===== config.mk =====
export PLATFORM = sky130hd
export DESIGN_NAME = hdmi_ctrl_pio_flat
export DESIGN_NICKNAME = d
export VERILOG_FILES = /design/src/rtl/hdmi_pio_pkg.sv /design/src/rtl/hdmi_ctrl_pio_if.sv /design/src/rtl/hdmi_ctrl_pio_edge_sync.sv /design/src/rtl/hdmi_ctrl_pio.sv /design/src/flat_wrapper.sv
export SDC_FILE = /design/constraint.sdc
export NUM_CORES = 1
export LEC_CHECK = 0
export CAP_MARGIN = 20
export CORE_ASPECT_RATIO = 0.7
export CORE_MARGIN = 5
export CORE_UTILIZATION = 35
export DETAILED_ROUTE_END_ITERATION = 16
export GPL_ROUTABILITY_DRIVEN = 0
export SLEW_MARGIN = 10
export SYNTH_ARGS = -nofsm -noshare
export SYNTH_HDL_FRONTEND = slang
export SYNTH_HIERARCHICAL = 1
export SYNTH_SLANG_ARGS = --single-unit

===== constraint.sdc =====
create_clock -name clk -period 1.7 [get_ports clk]
set_input_delay 0.34 -clock clk [delete_from_list [all_inputs] [get_ports clk]]
set_output_delay 0.34 -clock clk [all_outputs]
set_load 0.03 [all_outputs]

===== src/rtl/hdmi_pio_pkg.sv =====
// Shared definitions for the HDMI control PIO: register addresses,
// edge-capture mode encodings and the pulse state machine states.
package hdmi_pio_pkg;

    localparam logic [2:0] ADDR_DATA    = 3'd0;
    localparam logic [2:0] ADDR_IRQMASK = 3'd1;
    localparam logic [2:0] ADDR_EDGECAP = 3'd2;
    localparam logic [2:0] ADDR_OUTVAL  = 3'd3;
    localparam logic [2:0] ADDR_SET     = 3'd4;
    localparam logic [2:0] ADDR_CLEAR   = 3'd5;
    localparam logic [2:0] ADDR_PULSE   = 3'd6;
    localparam logic [2:0] ADDR_STATUS  = 3'd7;

    localparam int EDGE_RISE = 0;
    localparam int EDGE_FALL = 1;
    localparam int EDGE_ANY  = 2;

    typedef enum logic {
        PS_IDLE,
        PS_ACTIVE
    } pulse_state_e;

endpackage


===== src/rtl/hdmi_ctrl_pio_if.sv =====
// Avalon-MM slave bus bundle for the HDMI control PIO.
//   address    : register select (3 bits)
//   chipselect : slave select
//   write_n    : active-low write strobe
//   writedata  : write data (WIDTH bits)
//   readdata   : combinational read data (WIDTH bits), zero wait states
interface hdmi_ctrl_pio_if #(
    parameter int WIDTH = 8
);
    logic [2:0]       address;
    logic             chipselect;
    logic             write_n;
    logic [WIDTH-1:0] writedata;
    logic [WIDTH-1:0] readdata;

    modport slave (
        input  address, chipselect, write_n, writedata,
        output readdata
    );

    modport master (
        output address, chipselect, write_n, writedata,
        input  readdata
    );
endinterface


===== src/rtl/hdmi_ctrl_pio_edge_sync.sv =====
// Input conditioning for the PIO status inputs: 2-flop synchroniser,
// one extra delay stage, and a per-bit edge detector.
//   clk, reset : system clock, async active-high reset
//   async_in   : asynchronous status inputs
//   in_sync    : synchronised copy (2 cycles latency)
//   edge_det   : one-cycle edge strobes selected by EDGE_TYPE
module hdmi_pio_edge_sync
    import hdmi_pio_pkg::*;
#(
    parameter int WIDTH     = 8,
    parameter int EDGE_TYPE = EDGE_RISE
) (
    input  logic             clk,
    input  logic             reset,
    input  logic [WIDTH-1:0] async_in,
    output logic [WIDTH-1:0] in_sync,
    output logic [WIDTH-1:0] edge_det
);

    logic [WIDTH-1:0] s1, s2, s3;

    always_ff @(posedge clk or posedge reset) begin
        if (reset) begin
            s1 <= '0;
            s2 <= '0;
            s3 <= '0;
        end else begin
            s1 <= async_in;
            s2 <= s1;
            s3 <= s2;
        end
    end

    assign in_sync = s2;

    always_comb begin
        edge_det = '0;
        case (EDGE_TYPE)
            EDGE_FALL: edge_det = ~s2 & s3;
            EDGE_ANY:  edge_det = s2 ^ s3;
            default:   edge_det = s2 & ~s3;
        endcase
    end

endmodule


===== src/rtl/hdmi_ctrl_pio.sv =====
// HDMI control PIO: Avalon-MM slave with a WIDTH-bit output port supporting
// atomic set/clear and self-timed pulses, plus a synchronised input port
// with edge capture and a maskable level interrupt.
//   clk, reset : system clock, async active-high reset
//   bus        : Avalon-MM slave (address/chipselect/write_n/writedata/readdata)
//   in_port    : asynchronous status inputs (HPD, PLL lock, ...)
//   out_port   : control outputs, straight from the data_out register
//   irq        : registered level interrupt, |(edge_cap & irq_mask)
module hdmi_ctrl_pio
    import hdmi_pio_pkg::*;
#(
    parameter int               WIDTH        = 8,
    parameter logic [WIDTH-1:0] RESET_VALUE  = '0,
    parameter int               PULSE_CYCLES = 1024,
    parameter int               EDGE_TYPE    = EDGE_RISE
) (
    input  logic             clk,
    input  logic             reset,
    hdmi_ctrl_pio_if.slave   bus,
    input  logic [WIDTH-1:0] in_port,
    output logic [WIDTH-1:0] out_port,
    output logic             irq
);

    localparam int CNT_W = $clog2(PULSE_CYCLES + 1);

    logic [WIDTH-1:0] data_out;
    logic [WIDTH-1:0] irq_mask;
    logic [WIDTH-1:0] edge_cap;
    logic [WIDTH-1:0] pulse_mask;
    logic [CNT_W-1:0] pulse_cnt;
    pulse_state_e     state;

    logic [WIDTH-1:0] in_sync;
    logic [WIDTH-1:0] edge_det;

    logic             wr;
    logic             pulse_wr;
    logic             expire;
    logic [WIDTH-1:0] edge_clr;
    logic [WIDTH-1:0] data_nxt;

    hdmi_pio_edge_sync #(
        .WIDTH     (WIDTH),
        .EDGE_TYPE (EDGE_TYPE)
    ) u_edge_sync (
        .clk      (clk),
        .reset    (reset),
        .async_in (in_port),
        .in_sync  (in_sync),
        .edge_det (edge_det)
    );

    assign wr       = bus.chipselect & ~bus.write_n;
    assign pulse_wr = wr && (bus.address == ADDR_PULSE) && (bus.writedata != '0);
    assign expire   = (state == PS_ACTIVE) && (pulse_cnt == '0) && !pulse_wr;
    assign edge_clr = (wr && (bus.address == ADDR_EDGECAP)) ? bus.writedata : '0;

    // Expiry clear is applied first so a same-cycle bus write wins on the bits it touches.
    always_comb begin
        data_nxt = expire ? (data_out & ~pulse_mask) : data_out;
        if (wr) begin
            case (bus.address)
                ADDR_DATA:  data_nxt = bus.writedata;
                ADDR_SET:   data_nxt = data_nxt | bus.writedata;
                ADDR_CLEAR: data_nxt = data_nxt & ~bus.writedata;
                ADDR_PULSE: data_nxt = data_nxt | bus.writedata;
                default:    ;
            endcase
        end
    end

    // Pulse state machine; data_out lives here so out_port stays a bare flop.
    always_ff @(posedge clk or posedge reset) begin
        if (reset) begin
            state      <= PS_IDLE;
            pulse_mask <= '0;
            pulse_cnt  <= '0;
            data_out   <= RESET_VALUE;
        end else begin
            data_out <= data_nxt;
            if (pulse_wr) begin
                state      <= PS_ACTIVE;
                pulse_mask <= pulse_mask | bus.writedata;
                pulse_cnt  <= CNT_W'(PULSE_CYCLES - 1);
            end else begin
                case (state)
                    PS_ACTIVE: begin
                        if (pulse_cnt != '0) begin
                            pulse_cnt <= pulse_cnt - 1'b1;
                        end else begin
                            pulse_mask <= '0;
                            state      <= PS_IDLE;
                        end
                    end
                    default: ;
                endcase
            end
        end
    end

    // A new edge wins over a same-cycle write-1-to-clear.
    always_ff @(posedge clk or posedge reset) begin
        if (reset) begin
            irq_mask <= '0;
            edge_cap <= '0;
            irq      <= 1'b0;
        end else begin
            if (wr && (bus.address == ADDR_IRQMASK))
                irq_mask <= bus.writedata;
            edge_cap <= (edge_cap & ~edge_clr) | edge_det;
            irq      <= |(edge_cap & irq_mask);
        end
    end

    assign out_port = data_out;

    always_comb begin
        bus.readdata = '0;
        case (bus.address)
            ADDR_DATA:    bus.readdata = in_sync;
            ADDR_IRQMASK: bus.readdata = irq_mask;
            ADDR_EDGECAP: bus.readdata = edge_cap;
            ADDR_OUTVAL:  bus.readdata = data_out;
            ADDR_PULSE:   bus.readdata = pulse_mask;
            ADDR_STATUS:  bus.readdata[0] = (state == PS_ACTIVE);
            default:      ;
        endcase
    end

endmodule


===== src/flat_wrapper.sv =====
// flat-port wrapper written by rule: the top's interface ports become plain ports
module hdmi_ctrl_pio_flat import hdmi_pio_pkg::*;
#(
    parameter int               WIDTH        = 8,
    parameter logic [WIDTH-1:0] RESET_VALUE  = '0,
    parameter int               PULSE_CYCLES = 1024,
    parameter int               EDGE_TYPE    = EDGE_RISE
)
  (clk, reset, in_port, out_port, irq, bus_address, bus_chipselect, bus_write_n, bus_writedata, bus_readdata);
  hdmi_ctrl_pio_if #(.WIDTH(WIDTH)) bus_i ();
  input  logic clk;
  input  logic reset;
  input  logic [WIDTH-1:0] in_port;
  output logic [WIDTH-1:0] out_port;
  output logic irq;
  input wire logic [$bits(bus_i.address)-1:0] bus_address;
  input wire logic [$bits(bus_i.chipselect)-1:0] bus_chipselect;
  input wire logic [$bits(bus_i.write_n)-1:0] bus_write_n;
  input wire logic [$bits(bus_i.writedata)-1:0] bus_writedata;
  output wire logic [$bits(bus_i.readdata)-1:0] bus_readdata;
  assign bus_i.address = bus_address;
  assign bus_i.chipselect = bus_chipselect;
  assign bus_i.write_n = bus_write_n;
  assign bus_i.writedata = bus_writedata;
  assign bus_readdata = bus_i.readdata;
  hdmi_ctrl_pio #(.WIDTH(WIDTH), .RESET_VALUE(RESET_VALUE), .PULSE_CYCLES(PULSE_CYCLES), .EDGE_TYPE(EDGE_TYPE)) u_core (.clk(clk), .reset(reset), .bus(bus_i), .in_port(in_port), .out_port(out_port), .irq(irq));
endmodule

==> results_dict.tcl, run 1 <==
set metrics [dict create \
    synthCells 284 \
    start_kind "flop" \
    setup_viol 16 \
    cts_tree "done" \
    finalHoldViolCount 0 \
    fp.dieH_um 90.0 \
    crit_chain "mux4_2 -> a22o_1 -> buf_6" \
    tns_ps -775 \
    syn2layout_area_growth_pct 56.4 \
    drive_above_1_share_pct 45.0 \
    arrival_ps 1590 \
    cp_top_family "multiplexers" \
    hold_path_depth 0 \
    synth_common_cells "dfrtp_1, nand2_1, a21oi_1" \
    ys.flop_type "dfrtp_1" \
    initial_core_util_pct 35.6 \
    cp_max_fo 2 \
    nFillCells 803 \
    min_from "u_core/u_edge_sync/s1[0]" \
    post-place-ws_ps -907 \
    power_leakage_nw 2.14 \
    reg2regPathDepth 4 \
    min_period_ps 1930 \
    rsz0062_at_grt "true" \
    wl_per_cell_um 16.3 \
    fin_crit_sh_pct 113 \
    vdd_drop_max_mv 0.608 \
    hold_path_class "flop to flop" \
    violations "negative setup slack" \
    finalMaxSlewViolations 0 \
    status "complete, but fails checks" \
    cts_buffers 9 \
    syn-num-nets 309 \
    drt_iter0_drc 149 \
    cts_sinks 69 \
    clk_pin_slew_ps 50 \
    cap_violations 0 \
    synth_edf_count 0 \
    crit_buf_inv 1 \
    clock_latency_ps 330 \
    async_flop_share_pct 100 \
    drt-pass1-iter-count 4 \
    clockBufferDepth 2 \
    io_buffers 39 \
    grt_pass1_wl_um 14700 \
    reg2reg_to "u_core/pulse_cnt[9]" \
    synthTopCellsByArea "dfrtp_1, nand2_1, nor2b_4" \
    synth.yosys.seq_area_share_pct 53.9 \
    num_vias 2716 \
    crit_required_ps 1360 \
    setup_slack_ps -226 \
    r2r_setup_slack_ps -100 \
    vias_per_cell 5.10 \
    num_rows 29 \
    slowest_delay_ps 470 \
    detail-route-antenna-nets 0 \
    ys_warn_count 6 \
    fin_skew_ps 3.63 \
    slew_headroom_pct 74.1 \
    end_kind "output pin" \
    worst_pin_slew_ps 389 \
    first_global_vias 2888 \
    fmax_ghz 0.519 \
    yosys.cell_count.top_type "dfrtp_1" \
    grt_max_degree 46 \
    dp_hpwl_um 6200 \
    ys_types 49 \
    die_w_um 124 \
    powerDensity_nw_per_um2 1170 \
    synth.top_cell.area_share_pct 53.9 \
    path_class "flop to output pin" \
    cts_hold_buf 0 \
    hold_path_end "u_core/u_edge_sync/in_sync[0]" \
    drc 0 \
    synth_area_um2 3200 \
    r2r-start "u_core/pulse_cnt[0]" \
    wl_um 8710 \
    overflow 0 \
    io_pins 40 \
    synth-seq-cells 69 \
    gr-usage-all-layers_pct 16.5 \
    htree_num_levels 3 \
    die-area_um2 11200 \
    synth.avg_cell_area_um2 11.3 \
    yosysTopAreaCell "dfrtp_1" \
    core_area_um2 9000 \
    num_antenna_cells 0 \
    antenna_found_initial 0 \
    layout.nets 429 \
    slowest_stage "mux4_2" \
    root_buffer "clkbuf_16" \
]
routing by layer:
| layer | routed length [um] | track usage [%] | vias to the layer above |
|---|---|---|---|
| li1 | - | - | 1277 |
| met3 | 441 | 5.86 | 8 |
| met2 | 3740 | 23.7 | 69 |
| met5 | 0 | 0 | - |
| met4 | 126 | 4.20 | 0 |
| met1 | 4410 | 23.5 | 1362 |
where the power goes:
part           total, W  internal, W  switching, W  leakage (nW)
combinational   0.00155     0.000808      0.000740          1.19
clock           0.00214      0.00144      0.000702         0.170
sequential      0.00215      0.00190      0.000241         0.778
flip-flops by register name, summed over array words and instances (netlist names):
name                        count
u_core/edge_cap                 8
u_core/irq                      1
u_core/irq_mask                 8
u_core/out_port                 8
u_core/pulse_cnt               11
u_core/pulse_mask               8
u_core/state                    1
u_core/u_edge_sync/in_sync      8
u_core/u_edge_sync/s1           8
u_core/u_edge_sync/s3           8
timing repair:
action,in CTS,in global routing
gates cloned,1,0
resized for setup,92,30
setup buffers,8,7
pin swaps,18,18
endpoints found under the setup margin,51,33
hold endpoints to repair,0,0
cell usage in the layout, fill, tap and decap left out, drive strengths merged, types with 3 or more instances in the layout:
cell type      Yosys  routed
buf                5      88
dfrtp             69      69
nand2             40      40
clkdlybuf4s50      0      20
o21ai             19      19
a21oi             17      17
nor2              16      16
mux2i             10      10
nor2b             10      10
clkbuf             4       9
inv                8       9
dlygate4sd2        0       8
mux2               8       8
a21o               8       8
o211ai             8       8
nor3b              7       7
o22ai              5       5
nor3               5       5
a22oi              4       4
a211oi             4       4
bufinv             0       3
nand2b             3       3
mux4               3       3
nor4               3       3
nand3              3       3
and3               3       3
clkinv             0       3
final cells by class:
cell class                 count  area (um^2)  share of cell area (%)
tap                          124          155                    3.10
inverter                       8         30.0                   0.600
clock buffer                   9          225                    4.50
clock inverter                 7          121                    2.42
sequential                    69         1730                    34.5
multi-input combinational    198         1660                    33.2
timing repair buffer         118         1080                    21.6
worst max-delay path by stage:
stage | start | endpoint | slack [ps] | cells past startpoint
after floorplan | u_core/pulse_cnt[0] | u_core/pulse_mask[0] | 20 | 6
after global placement | bus_address[0] | bus_readdata[0] | -920 | 4
after detailed placement | bus_address[0] | bus_readdata[0] | -910 | 4
after CTS | u_core/u_edge_sync/in_sync[0] | bus_readdata[0] | -240 | 3
after global routing | u_core/out_port[0] | bus_readdata[0] | -260 | 3
final | u_core/edge_cap[0] | bus_readdata[0] | -230 | 3
metrics by stage:
| step | power (W) | cells | util [%] | hold WS [ps] | cell area (um^2) |
|---|---|---|---|---|---|
| 3_5_place_dp | 0.00348 | 501 | 46.9 | 335 | 4220 |
| 5_1_grt | 0.00613 | 533 | 55.6 | 355 | 5010 |
| 6_report | 0.00584 | 533 | 55.6 | 346 | 5010 |
| 2_1_floorplan | 0.00285 | 284 | - | 331 | 3240 |
| 4_1_cts | 0.00577 | 526 | 53.8 | 347 | 4840 |
| 3_3_place_gp | 0.00345 | 501 | 46.9 | 332 | 4220 |
logic make-up after synthesis:
logic type               count (synthesis)  share of synthesized area [%]
buffers and inverters                   17                           2.38
multiplexers                            21                           8.05
flip-flops                              69                           53.9
AO/OA/AOI/OAI                           73                           15.1
adder cells (fa/ha/maj)                  3                           1.09
AND/OR/NAND/NOR                        101                           19.4
Note: power is estimated with default switching activity, not from simulation.
==> inputs of run 2 (changes only) <==
Settings changed: CORE_ASPECT_RATIO 0.7 to 0.6.
==> run 2 against run 1 <==
Compared with the run above: the run still ends with negative setup slack left; routed wire length is 8.3% higher; critical path type unchanged; non-clock buffer count is 2 higher; flip-flop and latch count did not move; core utilization increased by 0.090 points.
==> results_dict.tcl, run 2 (synthesized netlist as in run 1, its figures left out) <==
set metrics [dict create \
    status "complete, but fails checks" \
    violations "negative setup slack" \
    detail-route-antenna-nets 0 \
    dp.cells 488 \
    initial_core_util_pct 35.4 \
    fmax_ghz 0.518 \
    core_area_um2 9050 \
    vdd_drop_max_mv 0.559 \
    cts_hold_buf 0 \
    io_buffers 39 \
    slowest_stage "mux4_2" \
    end_kind "output pin" \
    hold_path_class "primary input to async pin" \
    cap_violations 0 \
    drt_iter0_drc 169 \
    finalHoldViolCount 0 \
    overflow 0 \
    path_class "flop to output pin" \
    slew_headroom_pct 74.9 \
    die-area_um2 11200 \
    worst_pin_slew_ps 376 \
    rsz0062_at_grt "true" \
    final_common_cell "buf_4" \
    final_cell_mix "buf_4, dfrtp_1, nand2_1" \
    clk_pin_slew_ps 60 \
    place_area_um2 4180 \
    cp_max_fo 2 \
    vias_per_cell 5.31 \
    p_sw_w 0.00176 \
    fp.dieH_um 84.1 \
    arrival_ps 1590 \
    setup_slack_ps -230 \
    cts_sinks 69 \
    num_antenna_cells 0 \
    start_kind "flop" \
    crit_required_ps 1360 \
    drc 0 \
    power.total_w 0.00583 \
    crit_chain "mux4_2 -> a22o_1 -> buf_6" \
    comb_power_share_pct 27.6 \
    post-place-ws_ps -762 \
    powerDensity_nw_per_um2 1160 \
    antenna_found_initial 0 \
    num_vias 2801 \
    finalMaxSlewViolations 0 \
    wl_um 9440 \
    cts_buffers 9 \
    fin_crit_sh_pct 114 \
    crit_buf_inv 1 \
    io_pins 40 \
    slowest_delay_ps 450 \
    setup_viol 8 \
    grt_max_degree 46 \
    min_period_ps 1930 \
    layout.nets 431 \
    wl_per_cell_um 17.9 \
    grt_pass1_wl_um 15000 \
    root_buffer "clkbuf_16" \
    cp_top_family "multiplexers" \
    stdcell_area_um2 5040 \
    swShare_pct 30.2 \
    num_rows 27 \
    cts_tree "done" \
    largest_reg_flops 11 \
    seqPwrFrac_pct 37.0 \
    clockBufferDepth 2 \
    syn2layout_area_growth_pct 57.6 \
    dp_hpwl_um 6420 \
    internal_power_w 0.00407 \
    finalNonFillerCells 527 \
    gr-usage-all-layers_pct 17.1 \
    drive_above_1_share_pct 46.0 \
    fin_skew_ps 3.87 \
    htree_num_levels 3 \
    clock_latency_ps 340 \
    top_register "u_core/pulse_cnt" \
    first_global_vias 2840 \
    power_leakage_nw 2.15 \
    die_w_um 133 \
    drt-pass1-iter-count 4 \
    p_clk_share_pct 35.4 \
]
## run 2: cell count changes in the layout (fill, tap and decap cells not counted), moves of 3 or more
cell / previous run / this run
buf_4: 66 / 70
buf_6: 17 / 14
clkdlybuf4s50_1: 20 / 17
mux2i_1: 10 / 7
nor2_2: 6 / 3
## run 2: final cells by class
cell class | instances | area, um^2
Clock inverter | 6 | 93.8
Tap cell | 116 | 145
Multi-Input combinational cell | 198 | 1710
Sequential cell | 69 | 1730
Timing Repair Buffer | 120 | 1100
Fill cell | 761 | 4010
Clock buffer | 10 | 239
Inverter | 8 | 30.0
## run 2: path summary, 6_finish.rpt
check	to	slack, ps	depth (start not counted)	startpoint
worst max-delay path	bus_readdata[0]	-230	3	u_core/u_edge_sync/in_sync[0]
max in group asynchronous	u_core/u_edge_sync/s3[6]	970	3	reset
worst max register to register	u_core/pulse_cnt[5]	-50	4	u_core/pulse_cnt[2]
worst min register to register	u_core/u_edge_sync/in_sync[1]	350	0	u_core/u_edge_sync/s1[1]
min in group clk	u_core/u_edge_sync/in_sync[1]	350	0	u_core/u_edge_sync/s1[1]
worst min-delay path	u_core/u_edge_sync/in_sync[7]	320	2	reset
## run 2: routing by layer
| layer | share of wire (%) | track usage [%] | wire length, um |
|---|---|---|---|
| met2 | 43 | 23.7 | 4100 |
| met1 | 48 | 25.2 | 4520 |
| met5 | 0 | 0 | 0 |
| met4 | 1.0 | 5.14 | 98 |
| met3 | 7.5 | 5.42 | 712 |
## run 2: power groups by stage
stage | clock network [W] | logic, W | registers, W
floorplan | 0 | 0.000634 | 0.00222
global placement | 0 | 0.00129 | 0.00216
detailed placement | 0 | 0.00131 | 0.00217
CTS | 0.00210 | 0.00142 | 0.00215
global route | 0.00218 | 0.00174 | 0.00219
finish | 0.00207 | 0.00161 | 0.00216
## run 2: what timing repair did
item	in CTS	in global routing
endpoints found under the setup margin	48	29
gates resized for setup	65	55
pin swaps	11	17
gates cloned	1	0
buffers inserted	10	12
endpoints found under the hold margin	0	0
## run 2: per-stage QoR
step                      TNS, ps  utilization (%)  hold slack [ps]
after global routing        -2300             55.7              362
final                        -607             55.7              315
after CTS                    -580             52.7              318
after global placement     -21380             46.2              332
after floorplan                 0                -              331
after detailed placement   -22510             46.2              336
==> inputs of run 3 (changes only) <==
Settings changed: SKIP_CTS_REPAIR_TIMING set to 1.
==> run 3 against run 2 <==
Compared with the run above: the run still ends with negative setup slack left; hold slack better by 4.4 ps; routed wire length shrank 6.5%; register-to-register slack hardly changed; via count shrank 4.0%; combinational power fell by 3%; critical path depth stayed put; cell count is 1.1% lower; clock skew shrank 1.5 ps; first-iteration DRC count up 6.5%; clock power is essentially flat; global-route usage fell by 0.77 points; critical endpoint unchanged.
==> results_dict.tcl, run 3 (synthesized netlist as in run 1, its figures left out) <==
set metrics [dict create \
    fp.dieH_um 84.1 \
    min_period_ps 1940 \
    worst_pin_slew_ps 379 \
    dp_hpwl_um 6420 \
    cts_tree "done" \
    drive_above_1_share_pct 40.0 \
    syn2layout_area_growth_pct 52.3 \
    dp.cells 488 \
    cts_sinks 69 \
    post-place-ws_ps -762 \
    num_vias 2688 \
    ff_latch_area_um2 1730 \
    detail-route-antenna-nets 0 \
    start_kind "flop" \
    slew_headroom_pct 74.6 \
    setup_viol 7 \
    die-area_um2 11200 \
    layout.nets 425 \
    fin_crit_sh_pct 114 \
    gr-usage-all-layers_pct 16.3 \
    hold_slack_ps 319 \
    vdd_drop_max_mv 0.565 \
    end_kind "output pin" \
    initial_core_util_pct 35.4 \
    io_buffers 39 \
    reg2regPathDepth 4 \
    drc 0 \
    r2r_setup_slack_ps -60 \
    grt_max_degree 46 \
    grt_pass1_wl_um 14300 \
    htree_num_levels 3 \
    powerDensity_nw_per_um2 1180 \
    cp-endpoint "bus_readdata[0]" \
    finalNonFillerCells 521 \
    io_pins 40 \
    finalMaxSlewViolations 0 \
    die_w_um 133 \
    tns_ps -656 \
    r2r-start "u_core/pulse_cnt[0]" \
    multi_input_area_um2 1590 \
    clk_pin_slew_ps 60 \
    clock_latency_ps 330 \
    slowest_stage "mux4_2" \
    largest_reg_flops 11 \
    num_antenna_cells 0 \
    clockBufferDepth 2 \
    finalHoldViolCount 0 \
    top_register "u_core/pulse_cnt" \
    root_buffer "clkbuf_16" \
    crit_chain "mux4_2 -> a22o_1 -> buf_6" \
    overflow 0 \
    setup_slack_ps -245 \
    hold_path_class "primary input to async pin" \
    num_rows 27 \
    vias_per_cell 5.16 \
    final_cell_mix "buf_4, dfrtp_1, nand2_1" \
    nFillCells 776 \
    path_class "flop to output pin" \
    cap_violations 0 \
    core_area_um2 9050 \
    rsz0062_at_grt "true" \
    fin_skew_ps 2.42 \
    violations "negative setup slack" \
    drt-pass1-iter-count 4 \
    drt_iter0_drc 180 \
    status "complete, but fails checks" \
    power_leakage_nw 2.19 \
    fmax_ghz 0.514 \
    first_global_vias 2743 \
    wl_um 8820 \
    reg2reg_to "u_core/pulse_cnt[5]" \
    slowest_delay_ps 460 \
    worstSetupStartpoint "u_core/u_edge_sync/in_sync[0]" \
    antenna_found_initial 0 \
    crit_required_ps 1360 \
    wl_per_cell_um 16.9 \
    cts_buffers 9 \
    arrival_ps 1600 \
    cp_max_fo 3 \
]
-- run 3: stage by stage --
| step | area [um^2] | util (%) | total power [W] |
|---|---|---|---|
| after CTS | 4520 | 49.9 | 0.00557 |
| final | 4880 | 53.9 | 0.00577 |
| after floorplan | 3240 | - | 0.00285 |
| after detailed placement | 4180 | 46.2 | 0.00349 |
| after global placement | 4180 | 46.2 | 0.00345 |
| after global routing | 4880 | 53.9 | 0.00606 |
-- run 3: area by class of cell --
cell class                      count  share of cell area, %
Clock buffer                       10                   4.90
Timing Repair Buffer              114                   21.5
Inverter                            8                  0.616
Sequential cell                    69                   35.4
Tap cell                          116                   2.98
Clock inverter                      6                   1.92
Multi-Input combinational cell    198                   32.6
-- run 3: how the worst min path moves through the flow --
stage,slack [ps],endpoint,start
after floorplan,330,u_core/u_edge_sync/in_sync[0],u_core/u_edge_sync/s1[0]
after global placement,330,u_core/u_edge_sync/in_sync[7],u_core/u_edge_sync/s1[7]
after detailed placement,340,u_core/u_edge_sync/in_sync[3],u_core/u_edge_sync/s1[3]
after CTS,320,u_core/u_edge_sync/in_sync[0],reset
after global routing,360,u_core/u_edge_sync/in_sync[0],reset
final,320,u_core/u_edge_sync/in_sync[7],reset
-- run 3: per-layer routing --
layer / vias to the layer above / wire length, um / global-route usage [%]
met5: - / 0 / 0
met4: 0 / 57 / 5.14
met3: 6 / 607 / 5.30
met2: 74 / 3760 / 22.2
met1: 1345 / 4390 / 24.2
li1: 1263 / - / -
-- run 3: power by group --
group	switching (W)	internal (W)
logic	0.000744	0.000815
clock network	0.000723	0.00134
registers	0.000250	0.00190
-- run 3: critical path, delay by kind of cell (launching register included) --
family,cells,cell delay [ps]
buffers and inverters,1,140
flip-flops,1,420
AO/OA/AOI/OAI,1,250
multiplexers,1,460
